## config.mk

```make
export PLATFORM = sky130hd
export DESIGN_NAME = pix_loader
export DESIGN_NICKNAME = d
export VERILOG_FILES = /design/src/rtl/pix_loader_pkg.sv /design/src/rtl/pix_loader_idle_timeout.sv /design/src/rtl/pix_loader.sv
export SDC_FILE = /design/constraint.sdc
export NUM_CORES = 1
export LEC_CHECK = 0
export CAP_MARGIN = 20
export CORE_ASPECT_RATIO = 0.7
export CORE_UTILIZATION = 50
export CTS_CLUSTER_SIZE = 14
export DETAILED_ROUTE_END_ITERATION = 16
export HOLD_SLACK_MARGIN = 0.08
export PLACE_DENSITY = 0.69
export SLEW_MARGIN = 5
export SYNTH_ARGS = -nofsm -noshare
export SYNTH_HDL_FRONTEND = slang
export SYNTH_HIERARCHICAL = 1
export SYNTH_SLANG_ARGS = --single-unit
```

## constraint.sdc

```tcl
create_clock -name CLK -period 12.6 [get_ports CLK]
set_clock_uncertainty 0.1 [all_clocks]
set_input_delay 2.52 -clock CLK [delete_from_list [all_inputs] [get_ports CLK]]
set_output_delay 2.52 -clock CLK [all_outputs]
set_load 0.02 [all_outputs]
```

## src/rtl/pix_loader_pkg.sv

```systemverilog
// pix_loader_pkg: loader FSM encoding and frame geometry shared with the display read side.
package pix_loader_pkg;

    typedef enum logic [2:0] {IDLE, HDR, CHECK, DATA, DONE, ERR} state_t;

    localparam int HDR_BYTES      = 4;
    localparam int FRAME_W        = 640;
    localparam int FRAME_H        = 480;
    localparam int MAX_PIXELS_DEF = FRAME_W * FRAME_H;

    // A dimension must fit in 10 bits and be nonzero.
    function automatic logic dims_bad(input logic [15:0] w, input logic [15:0] h);
        return (w[15:10] != '0) || (h[15:10] != '0) || (w == '0) || (h == '0);
    endfunction

endpackage

```

## src/rtl/pix_loader_idle_timeout.sv

```systemverilog
// idle_timeout: reloadable down-counter that flags CYC running cycles without a clear.
module idle_timeout #(
    parameter int CYC = 10_000_000
) (
    input  logic CLK,
    input  logic reset,
    input  logic run,
    input  logic clear,
    output logic expired
);

    localparam int W = (CYC > 1) ? $clog2(CYC) : 1;

    logic [W-1:0] cnt;

    always_ff @(posedge CLK) begin
        if (reset || !run || clear)
            cnt <= W'(CYC - 1);
        else if (cnt != '0)
            cnt <= cnt - 1'b1;
    end

    assign expired = run && !clear && (cnt == '0);

endmodule

```

## src/rtl/pix_loader.sv

```systemverilog
// pix_loader: parses a 4-byte W/H header from UART bytes and streams the pixels into the frame-buffer BRAM.
module pix_loader
    import pix_loader_pkg::*;
#(
    parameter int ADDR_W      = 19,
    parameter int MAX_PIXELS  = MAX_PIXELS_DEF,
    parameter int TIMEOUT_CYC = 10_000_000
) (
    input  logic              CLK,
    input  logic              reset,
    input  logic              pix_en,
    input  logic              data_valid,
    input  logic [7:0]        rx_byte,
    output logic              bram_en,
    output logic              bram_we,
    output logic [ADDR_W-1:0] bram_addr,
    output logic [7:0]        bram_din,
    output logic [9:0]        img_w,
    output logic [9:0]        img_h,
    output logic              load_busy,
    output logic              load_done,
    output logic              load_err
);

    state_t            state, state_n;
    logic              pix_en_q;
    logic [1:0]        hdr_cnt;
    logic [31:0]       hdr;
    logic [19:0]       prod, total;
    logic [ADDR_W-1:0] pix_cnt;
    logic              rise, expired, hdr_last, pix_last, wr, bad;

    assign rise     = pix_en && !pix_en_q;
    assign prod     = {10'd0, hdr[25:16]} * {10'd0, hdr[9:0]};
    assign bad      = dims_bad(hdr[31:16], hdr[15:0]) || (32'(prod) > 32'(MAX_PIXELS));
    assign hdr_last = hdr_cnt == 2'(HDR_BYTES - 1);
    assign pix_last = 32'(pix_cnt) + 32'd1 == 32'(total);
    // An abort in the same cycle as a strobe must drop the byte.
    assign wr       = (state == DATA) && data_valid && pix_en;
    assign load_busy = (state == HDR) || (state == CHECK) || (state == DATA);

    idle_timeout #(.CYC(TIMEOUT_CYC)) u_timeout (
        .CLK     (CLK),
        .reset   (reset),
        .run     ((state == HDR) || (state == DATA)),
        .clear   (data_valid),
        .expired (expired)
    );

    always_comb begin
        state_n = state;
        case (state)
            IDLE:    if (rise) state_n = HDR;
            HDR:     if (!pix_en || expired) state_n = ERR;
                     else if (data_valid && hdr_last) state_n = CHECK;
            CHECK:   state_n = (!pix_en || data_valid || bad) ? ERR : DATA;
            DATA:    if (!pix_en || expired) state_n = ERR;
                     else if (data_valid && pix_last) state_n = DONE;
            DONE:    state_n = IDLE;
            ERR:     if (!pix_en) state_n = IDLE;
            default: state_n = IDLE;
        endcase
    end

    always_ff @(posedge CLK) begin
        if (reset) begin
            state     <= IDLE;
            pix_en_q  <= 1'b0;
            hdr_cnt   <= '0;
            hdr       <= '0;
            total     <= '0;
            pix_cnt   <= '0;
            img_w     <= '0;
            img_h     <= '0;
            bram_en   <= 1'b0;
            bram_we   <= 1'b0;
            bram_addr <= '0;
            bram_din  <= '0;
            load_done <= 1'b0;
            load_err  <= 1'b0;
        end else begin
            state     <= state_n;
            pix_en_q  <= pix_en;
            load_done <= state == DONE;
            bram_en   <= wr;
            bram_we   <= wr;
            bram_addr <= wr ? pix_cnt : '0;
            bram_din  <= wr ? rx_byte : '0;
            if (state == IDLE && rise) begin
                hdr_cnt  <= '0;
                pix_cnt  <= '0;
                load_err <= 1'b0;
            end else if (state_n == ERR) begin
                load_err <= 1'b1;
            end
            if (state == HDR && data_valid && pix_en) begin
                hdr     <= {hdr[23:0], rx_byte};
                hdr_cnt <= hdr_cnt + 1'b1;
            end
            if (state == CHECK && state_n == DATA) begin
                img_w <= hdr[25:16];
                img_h <= hdr[9:0];
                total <= prod;
            end
            if (wr)
                pix_cnt <= pix_cnt + 1'b1;
        end
    end

endmodule

```

**Word level (Yosys, flattened, before mapping)**

Cells that the tools add are included.

- Flip-flop bits (word level): 151
- Bits of input ports: 12
- Output and inout port bits: 52
- Word-level logic and storage cells: 80

- Add/subtract/negate cells: 4
- $mul: 1
- Order comparisons: 1
- Equal/unequal tests: 9
- Multiplexer cells: 12
- Bitwise logic cells: 1
- Reduce and logical (&&, ||, !) cells: 38

Operators with widths:

| kind | number |
|---|---|
| $mux W19 | 2 |
| $logic_not A16 Y1 | 2 |
| $logic_not A24 Y1 | 1 |
| $reduce_bool A24 Y1 | 1 |
| $sub A24 B1 Y24 const B | 1 |
| $mux W3 | 7 |
| $add A19 B1 Y20 const B | 1 |
| $eq A20 B20 Y1 | 1 |
| $gt A20 B19 Y1 const B | 1 |
| $mul A10 B10 Y20 | 1 |
| $add A19 B1 Y19 const B | 1 |
| $pmux W3 S5 | 1 |
| $logic_or A1 B1 Y1 | 12 |
| $reduce_bool A6 Y1 | 2 |
| $logic_and A1 B1 Y1 | 11 |
| $eq A3 B2 Y1 const B | 3 |
| $eq A3 B3 Y1 const B | 3 |
| $logic_not A1 Y1 | 4 |
| $mux W2 | 2 |
| $reduce_bool A2 Y1 | 2 |
| $reduce_or A2 Y1 | 2 |
| $eq A3 B1 Y1 const B | 1 |
| $logic_not A3 Y1 | 1 |
| $add A2 B1 Y2 const B | 1 |
| other kinds (2) | 2 |

**Depth between registers and ports, before layout**

Gate-level depths: netlist (run 1).

- Depth after elaboration: 10
- Mapped depth: 25
- Mapped depth without buffers: 21

**Cells and area by module**

Netlist (run 1), hierarchy kept.

Modules (own cells, without submodules):

| module | instances | cells each | area an instance (sq um) | sequential area each (sq um) |
|---|---|---|---|---|
| pix_loader | 1 | 1,077 | 8,941.1 | 2,542.4 |
| idle_timeout | 1 | 144 | 1,260.0 | 480.5 |

**Worst setup path before layout (run 1)**

OpenSTA, ideal clock, no wires.

- Path kind: register to register
- From: reg hdr[3]
- To: reg total[14]
- Data arrival time: 5,780 ps
- Data required time: 12,430 ps
- Path slack: 6,649 ps
- Cell stages (with the launch flop): 25
- Buffers on the path: 3
- Cell sequence: dfxtp_1 > clkbuf_1 > nand2_1 > fa_1 > inv_1 > fa_1 > inv_1 > fa_1 > inv_1 > fa_1 > inv_1 > fa_1 > inv_1 > ha_1 > buf_2 > nand2_1 > nand2_1 > o211a_1 > o211ai_1 > nor4b_1 > a221oi_2 > a21oi_2 > buf_6 > or4_1 > a21oi_1

- Word-level cells in the longest chain between the ends: 8
- Elaborated cells on any way between the ends: 10

Ends and longest elaborated chain:

| element | line | text |
|---|---|---|
| start: declaration | pix_loader.sv:28 | `logic [31:0] hdr;` |
| start signal: assignment | pix_loader.sv:97 | `hdr <= {hdr[23:0], rx_byte};` |
| $mul A10 B10 Y20 or $logic_not A16 Y1 (tied branches) | pix_loader.sv:34, pix_loader_pkg.sv:13 |  |
| $gt A20 B19 Y1 or $logic_or A1 B1 Y1 (tied branches) | pix_loader.sv:35, pix_loader_pkg.sv:13 |  |
| $logic_or A1 B1 Y1 | pix_loader.sv:35 | `assign bad = dims_bad(hdr[31:16], hdr[15:0]) \|\| (32'(prod) > 32'(MAX_PIXELS));` |
| $logic_or A1 B1 Y1 | pix_loader.sv:56 | `CHECK: state_n = (!pix_en \|\| data_valid \|\| bad) ? ERR : DATA;` |
| $mux W3 | pix_loader.sv:56 |  |
| $pmux W3 S5 | pix_loader.sv:52 | `case (state)` |
| $eq A3 B2 Y1 | pix_loader.sv:100 | `if (state == CHECK && state_n == DATA) begin` |
| $logic_and A1 B1 Y1 | pix_loader.sv:100 |  |
| end signal: assignment | pix_loader.sv:103 | `total <= prod;` |
| end: declaration | pix_loader.sv:29 | `logic [19:0] prod, total;` |

Several ways; a longest one is shown, not always the timed one.
A chain may end at the register's enable or synchronous reset.

**Worst setup path after layout (run 1)**

- From: reg hdr[22]
- To: reg total[14]

- Word-level cells in the longest chain between the ends: 9
- Elaborated cells on any way between the ends: 11

Ends and longest elaborated chain:

| element |
|---|
| parallel branches: the longest is 9 deep, another holds $mul A10 B10 Y20 |

Several ways; the timed one is not identified.

==> results.json, run 1 <==
{
  "wirelength_um": 25500,
  "synth_top_area_share": 0.296,
  "globalRouteOverflowTotal": 0,
  "grt_max_degree": 79,
  "synth.distinct_cells": 72,
  "path_clk_slew_ps": 60,
  "cp-start-kind": "register",
  "io_pins": 64,
  "startpoint": "hdr[22]",
  "firstDrtPassIters": 5,
  "drtIter0Drc": 861,
  "regArea_um2": 3020,
  "syn_area_um2": 10200,
  "die_w_um": 173,
  "crit_path_top_delay_cell": "dfxtp_1",
  "avgSynthCellArea_um2": 8.35,
  "vias": 8622,
  "worstPathMaxFanout": 46,
  "drv_slew": 0,
  "drive_above_1_share": 0.0477,
  "gp_congestion": 0.894,
  "diodes": 0,
  "clock_latency_ps": 440,
  "drc_errors": 0,
  "critical_path_buf_inv_count": 6,
  "rsz0062_at_grt": "false",
  "crit_family": "adder cells",
  "cts_setup_buffers": 0,
  "min_path_type": "register to register",
  "synth.area.top_cells": "dfxtp_1 (30%), fa_1 (12%), ha_1 (7.2%), and2_1 (5.9%), a21oi_1 (5.2%)",
  "numCtsBuffers": 17,
  "synth_most_common_cell": "dfxtp_1",
  "wl_per_cell_um": 16.9,
  "critical_path_arrival_ps": 6930,
  "tightestPinTransition_ps": 1030,
  "fin_setup_tns_ps": 0,
  "antenna_found_initial": 1,
  "ctsResizeCount": 0,
  "num-fill-cells": 1852,
  "yosysWarningCount": 6,
  "syn-num-nets": 1354,
  "synth-edff-count": 0,
  "fp.dieH_um": 122,
  "r2r_slack_ps": 5940,
  "crit_end": "total[14]",
  "grt.total_usage": 0.251,
  "critPathRequiredTime_ps": 12870,
  "crit_chain": "nand2_1 -> fa_1 -> inv_1 -> fa_1 -> inv_1 -> fa_1 -> inv_1 -> fa_1 -> inv_1 -> fa_1 -> inv_1 -> ha_1 -> a21oi_1 -> o21ai_0 -> a41oi_1 -> xor2_1 -> nand4_1 -> a221oi_2 -> a21oi_2 -> buf_4 -> or4_1 -> a21oi_1",
  "critPathKind": "register to register",
  "first_global_vias": 8064,
  "rows": 43,
  "endpoint_kind": "register",
  "clk_path_buf_depth": 2,
  "post-route-period-util": 0.529,
  "cts_tree": "built",
  "yosysSeqAreaShare": 0.296,
  "slew_headroom": 0.309,
  "power.total_mw": 1.06,
  "setup_viol": 0,
  "synth_common_cells": "dfxtp_1 (151), nand2_1 (138), a21oi_1 (106)",
  "p_leak_nw": 4.74,
  "async_flop_share": 0,
  "ys.flop_type": "dfxtp_1",
  "detail_route.vias_per_cell": 5.72,
  "min_period_ps": 6660,
  "power_density_nw_per_um2": 92.3,
  "core_um2": 19900,
  "peakVddDrop_mv": 0.0800,
  "finalHoldViolCount": 0,
  "final_antenna_net_count": 0,
  "r2r_cells": 22,
  "cap_violations": 0,
  "outcome": "completed",
  "r2r-start": "hdr[22]",
  "cts_root_buf": "clkbuf_16",
  "hold_buffers": 0,
  "cts_max_level": 4,
  "dp_hpwl_um": 18100,
  "timing.fmax_mhz": 150,
  "start_util": 0.512,
  "synth-seq-cells": 151,
  "multiInputGateArea_um2": 6540,
  "grt_pass1_wl_um": 42000,
  "synth_cells": 1221,
  "crit_path_max_incr_delay_ps": 760,
  "nets": 1357,
  "crit_cells": 22,
  "yosys.area.top_type": "dfxtp_1",
  "numPortBuffers": 63,
  "syn2layout_area_growth_pct": 12.9,
  "cts.sinks": 151,
  "r2r-end": "total[14]",
  "die_area_um2": 21000
}
registers in the layout, summed over array words and instances, names as in the netlist:
signal and count:
state 3, img_h 10, bram_addr 19, total 20, hdr 32, pix_cnt 19, hdr_cnt 2, bram_we 1
load_err 1, u_timeout/cnt 24, pix_en_q 1, load_done 1, bram_din 8, img_w 10
cells in the final DEF (no fill, tap or decap), types with 10 or more instances in the layout:
cell type        Yosys  layout
a21o_1              13      13
a21oi_1            106     106
and2_1              97      97
clkbuf_16            0      17
clkdlybuf4s50_1      0      62
dfxtp_1            151     151
fa_1                62      62
ha_1                59      59
inv_1               72      72
nand2_1            138     138
nand3_1             56      56
nand4_1             10      10
nor2_1              55      55
nor3_1              18      17
nor4_1              18      18
o21ai_0             69      69
o31ai_1             10      10
or3_1               20      20
or4_1               15      15
xnor2_1             25      25
xor2_1              20      20
cell families (layout without fill, tap and decap cells):
kind of cell	Yosys count	in the layout	share of synthesized area
AO/OA/AOI/OAI	264	264	0.160
XOR/XNOR	46	46	0.0402
adder cells (fa/ha/maj)	121	121	0.194
buffers and inverters	160	176	0.0627
flip-flops	151	151	0.296
multiplexers	2	2	0.00196
AND/OR/NAND/NOR	477	477	0.245
per-layer routing:
layer,vias up,global-route usage,share of wire
li1,4217,-,-
met1,4155,0.377,0.51
met2,238,0.361,0.41
met3,12,0.0564,0.066
met4,0,0.0586,0.0080
met5,-,0,0
metrics by stage:
stage / setup WS (ps) / cells / utilization / hold WS, ps / cell area, um^2
6_report: 5940 / 1507 / 0.579 / 358 / 11500
3_3_place_gp: 5710 / 1474 / 0.546 / 342 / 10900
4_1_cts: 5630 / 1506 / 0.577 / 357 / 11500
3_5_place_dp: 5640 / 1474 / 0.546 / 349 / 10900
2_1_floorplan: 6650 / 1221 / - / 336 / 10200
5_1_grt: 5510 / 1507 / 0.579 / 381 / 11500
area by class of cell:
cell class              instances  share of cell area
repair buffers                 72              0.0621
well taps                     270              0.0293
clock inverters                11              0.0148
flip-flops and latches        151               0.262
inverters                      72              0.0235
clock buffers                  21              0.0400
multi-input cells             910               0.568
worst min path at each step:
stage             from      end  slack, ps  cells past startpoint
2_1_floorplan  hdr[29]  hdr[29]        340                      2
3_3_place_gp   hdr[27]  hdr[27]        340                      2
3_5_place_dp   hdr[30]  hdr[30]        350                      2
4_1_cts        hdr[30]  hdr[30]        360                      2
5_1_grt        hdr[29]  hdr[29]        380                      2
6_report       hdr[30]  hdr[30]        360                      2
worst reg2reg max path, stage by stage (launching register included):
cell	delay, ps
dfxtp_1	760
nand2_1	170
fa_1	520
inv_1	50
fa_1	500
inv_1	50
fa_1	470
inv_1	50
fa_1	520
inv_1	50
fa_1	530
inv_1	40
ha_1	400
a21oi_1	200
o21ai_0	90
a41oi_1	220
xor2_1	220
nand4_1	170
a221oi_2	400
a21oi_2	100
buf_4	280
or4_1	540
a21oi_1	150
power by group:
group | switching, mW | internal [mW]
logic | 0.0194 | 0.00932
registers | 0.00404 | 0.479
clock network | 0.209 | 0.342
(Power assumes the default switching activity.)
==> run 2, diff against run 1 <==
--- a/config.mk
+++ b/config.mk
@@ -11,7 +11,7 @@
 export CTS_CLUSTER_SIZE = 14
 export DETAILED_ROUTE_END_ITERATION = 16
 export HOLD_SLACK_MARGIN = 0.08
-export PLACE_DENSITY = 0.69
+export PLACE_DENSITY = 0.72
 export SLEW_MARGIN = 5
 export SYNTH_ARGS = -nofsm -noshare
 export SYNTH_HDL_FRONTEND = slang
==> constraint.sdc (replaced) <==
create_clock -name CLK -period 5.42 [get_ports CLK]
set_clock_uncertainty 0.1 [all_clocks]
set_input_delay 1.084 -clock CLK [delete_from_list [all_inputs] [get_ports CLK]]
set_output_delay 1.084 -clock CLK [all_outputs]
set_load 0.02 [all_outputs]
==> run 2 against run 1 <==
  * The run now ends with setup timing left
  * Global-route usage up 3.7 points
  * Sequential share of layout area is 3.4 points lower
  * Utilization grew 9.9 points
  * First-iteration DRC count grew 9.1%
  * Combinational power increased to 2.9 times the previous value
  * Via count increased by 11%
  * Hold slack better by 2.0 ps
  * Register-to-register slack worse by 6400 ps
  * Clock power grew 140%
  * Sequential power up 130%
  * Design area is 17% higher
  * Cell count increased by 9.2%
==> results.json, run 2 (synthesized netlist as in run 1, its figures left out) <==
{
  "cts_root_buf": "clkbuf_16",
  "min_path_type": "register to register",
  "largest_registers": "hdr (32), u_timeout/cnt (24), total (20)",
  "endpoint_kind": "register",
  "wirelength_um": 30300,
  "largest_register": "hdr",
  "grt_max_degree": 78,
  "vias": 9565,
  "critPathKind": "register to register",
  "critPathRequiredTime_ps": 5660,
  "num-fill-cells": 1514,
  "first_global_vias": 9199,
  "cts.sinks": 151,
  "p_leak_nw": 5.62,
  "min_period_ps": 5840,
  "numCtsBuffers": 17,
  "antenna_found_initial": 0,
  "p_int_mw": 1.96,
  "finalNonFillerCells": 1645,
  "violations": "setup timing",
  "peakVddDrop_mv": 0.202,
  "hold_depth": 2,
  "core_um2": 19900,
  "syn2layout_area_growth_pct": 32.3,
  "whs_ps": 360,
  "cap_violations": 0,
  "finalHoldViolCount": 0,
  "drv_slew": 0,
  "tightestPinTransition_ps": 882,
  "final_area_um2": 13500,
  "power.total_mw": 2.52,
  "setup_slack_ps": -419,
  "rows": 43,
  "die_w_um": 173,
  "gp_congestion": 0.903,
  "seqPwrFrac": 0.442,
  "switching_share": 0.222,
  "die_area_um2": 21000,
  "drtIter0Drc": 939,
  "clock_power_share": 0.524,
  "placed_area_um2": 11700,
  "fp.dieH_um": 122,
  "timing.fmax_mhz": 171,
  "setup_viol": 43,
  "r2r_cells": 26,
  "rsz0062_at_grt": "true",
  "worst_hold_path.endpoint": "hdr[26]",
  "clock_latency_ps": 430,
  "drc_errors": 0,
  "clk_path_buf_depth": 2,
  "dp_hpwl_um": 20900,
  "mostFrequentLayoutCells": "dfxtp_1 (133), nand2_1 (125), buf_4 (115)",
  "path_clk_slew_ps": 70,
  "place_inst": 1564,
  "globalRouteOverflowTotal": 0,
  "wl_per_cell_um": 18.4,
  "worstPathMaxFanout": 5,
  "drive_above_1_share": 0.236,
  "largest_reg_flops": 32,
  "start_util": 0.512,
  "cp-start-kind": "register",
  "nets": 1495,
  "grt.total_usage": 0.288,
  "slew_headroom": 0.412,
  "firstDrtPassIters": 6,
  "multiInputGateArea_um2": 7200,
  "detail_route.vias_per_cell": 5.81,
  "final_antenna_net_count": 0,
  "diodes": 0,
  "regArea_um2": 3080,
  "r2r_slack_ps": -420,
  "io_pins": 64,
  "numPortBuffers": 63,
  "p_sw_mw": 0.558,
  "outcome": "complete, but fails checks",
  "combPwrFrac": 0.034,
  "cts_tree": "built",
  "grt_pass1_wl_um": 47700,
  "final_common_cell": "dfxtp_1",
  "hp-start": "hdr[26]",
  "critical_path_arrival_ps": 6080,
  "cts_max_level": 4,
  "post-route-period-util": 1.08,
  "r2r-start": "hdr[1]",
  "power_density_nw_per_um2": 187,
  "r2r-end": "total[2]",
  "hold_buffers": 0
}
## run 2: metal layers
layer / up-vias / track usage / wire length (um)
li1: 4487 / - / -
met1: 4595 / 0.406 / 13700
met2: 422 / 0.438 / 13200
met3: 61 / 0.0670 / 2790
met4: 0 / 0.0846 / 651
met5: - / 0 / 0
## run 2: area by class of cell
| cell class | instances | share of cell area |
|---|---|---|
| clock buffers | 19 | 0.0321 |
| clock inverters | 13 | 0.0161 |
| inverters | 72 | 0.0200 |
| multi-input cells | 911 | 0.533 |
| flip-flops and latches | 151 | 0.228 |
| well taps | 270 | 0.0250 |
| repair buffers | 209 | 0.145 |
## run 2: per-stage QoR
| step | TNS (ps) | worst slack [ps] | util |
|---|---|---|---|
| 3_5_place_dp | -21530 | -563 | 0.588 |
| 3_3_place_gp | -16680 | -452 | 0.588 |
| 4_1_cts | -8930 | -277 | 0.656 |
| 2_1_floorplan | -578 | -98.6 | - |
| 5_1_grt | -23170 | -647 | 0.678 |
| 6_report | -14710 | -419 | 0.678 |
## run 2: how the worst max path moves through the flow
stage / startpoint / depth (start not counted) / to
after floorplan: hdr[3] / 25 / total[18]
after global placement: hdr[4] / 19 / total[17]
after detailed placement: hdr[3] / 20 / img_h[6]
after CTS: hdr[19] / 21 / total[14]
after global routing: hdr[1] / 22 / total[12]
final: hdr[1] / 26 / total[2]
## run 2: critical path, cell delays in order, from the launching register on
cell,delay [ps]
dfxtp_4,420
buf_12,120
buf_6,80
buf_4,120
nand2_1,70
fa_2,530
inv_1,40
ha_1,290
ha_1,290
inv_1,60
fa_2,550
inv_1,50
fa_2,540
ha_4,210
and3_4,170
a221oi_4,360
buf_4,180
o221ai_2,110
a211oi_2,230
nor3_1,90
a221oi_2,240
buf_4,180
a21o_4,180
buf_8,140
clkbuf_16,140
nand3_2,100
a21oi_2,160
## run 2: repair_timing
item	in CTS	in global routing
resized for setup	103	71
endpoints found under the setup margin	43	43
pin swaps	49	50
setup buffers	26	17
cloned	4	2
## run 2: power by group through the flow
| stage | registers [mW] | clock network, mW | logic [mW] |
|---|---|---|---|
| floorplan | 1.14 | 0 | 0.0454 |
| global placement | 1.15 | 0 | 0.0745 |
| detailed placement | 1.15 | 0 | 0.0748 |
| CTS | 1.11 | 1.33 | 0.0776 |
| global route | 1.11 | 1.37 | 0.0909 |
| finish | 1.11 | 1.32 | 0.0848 |
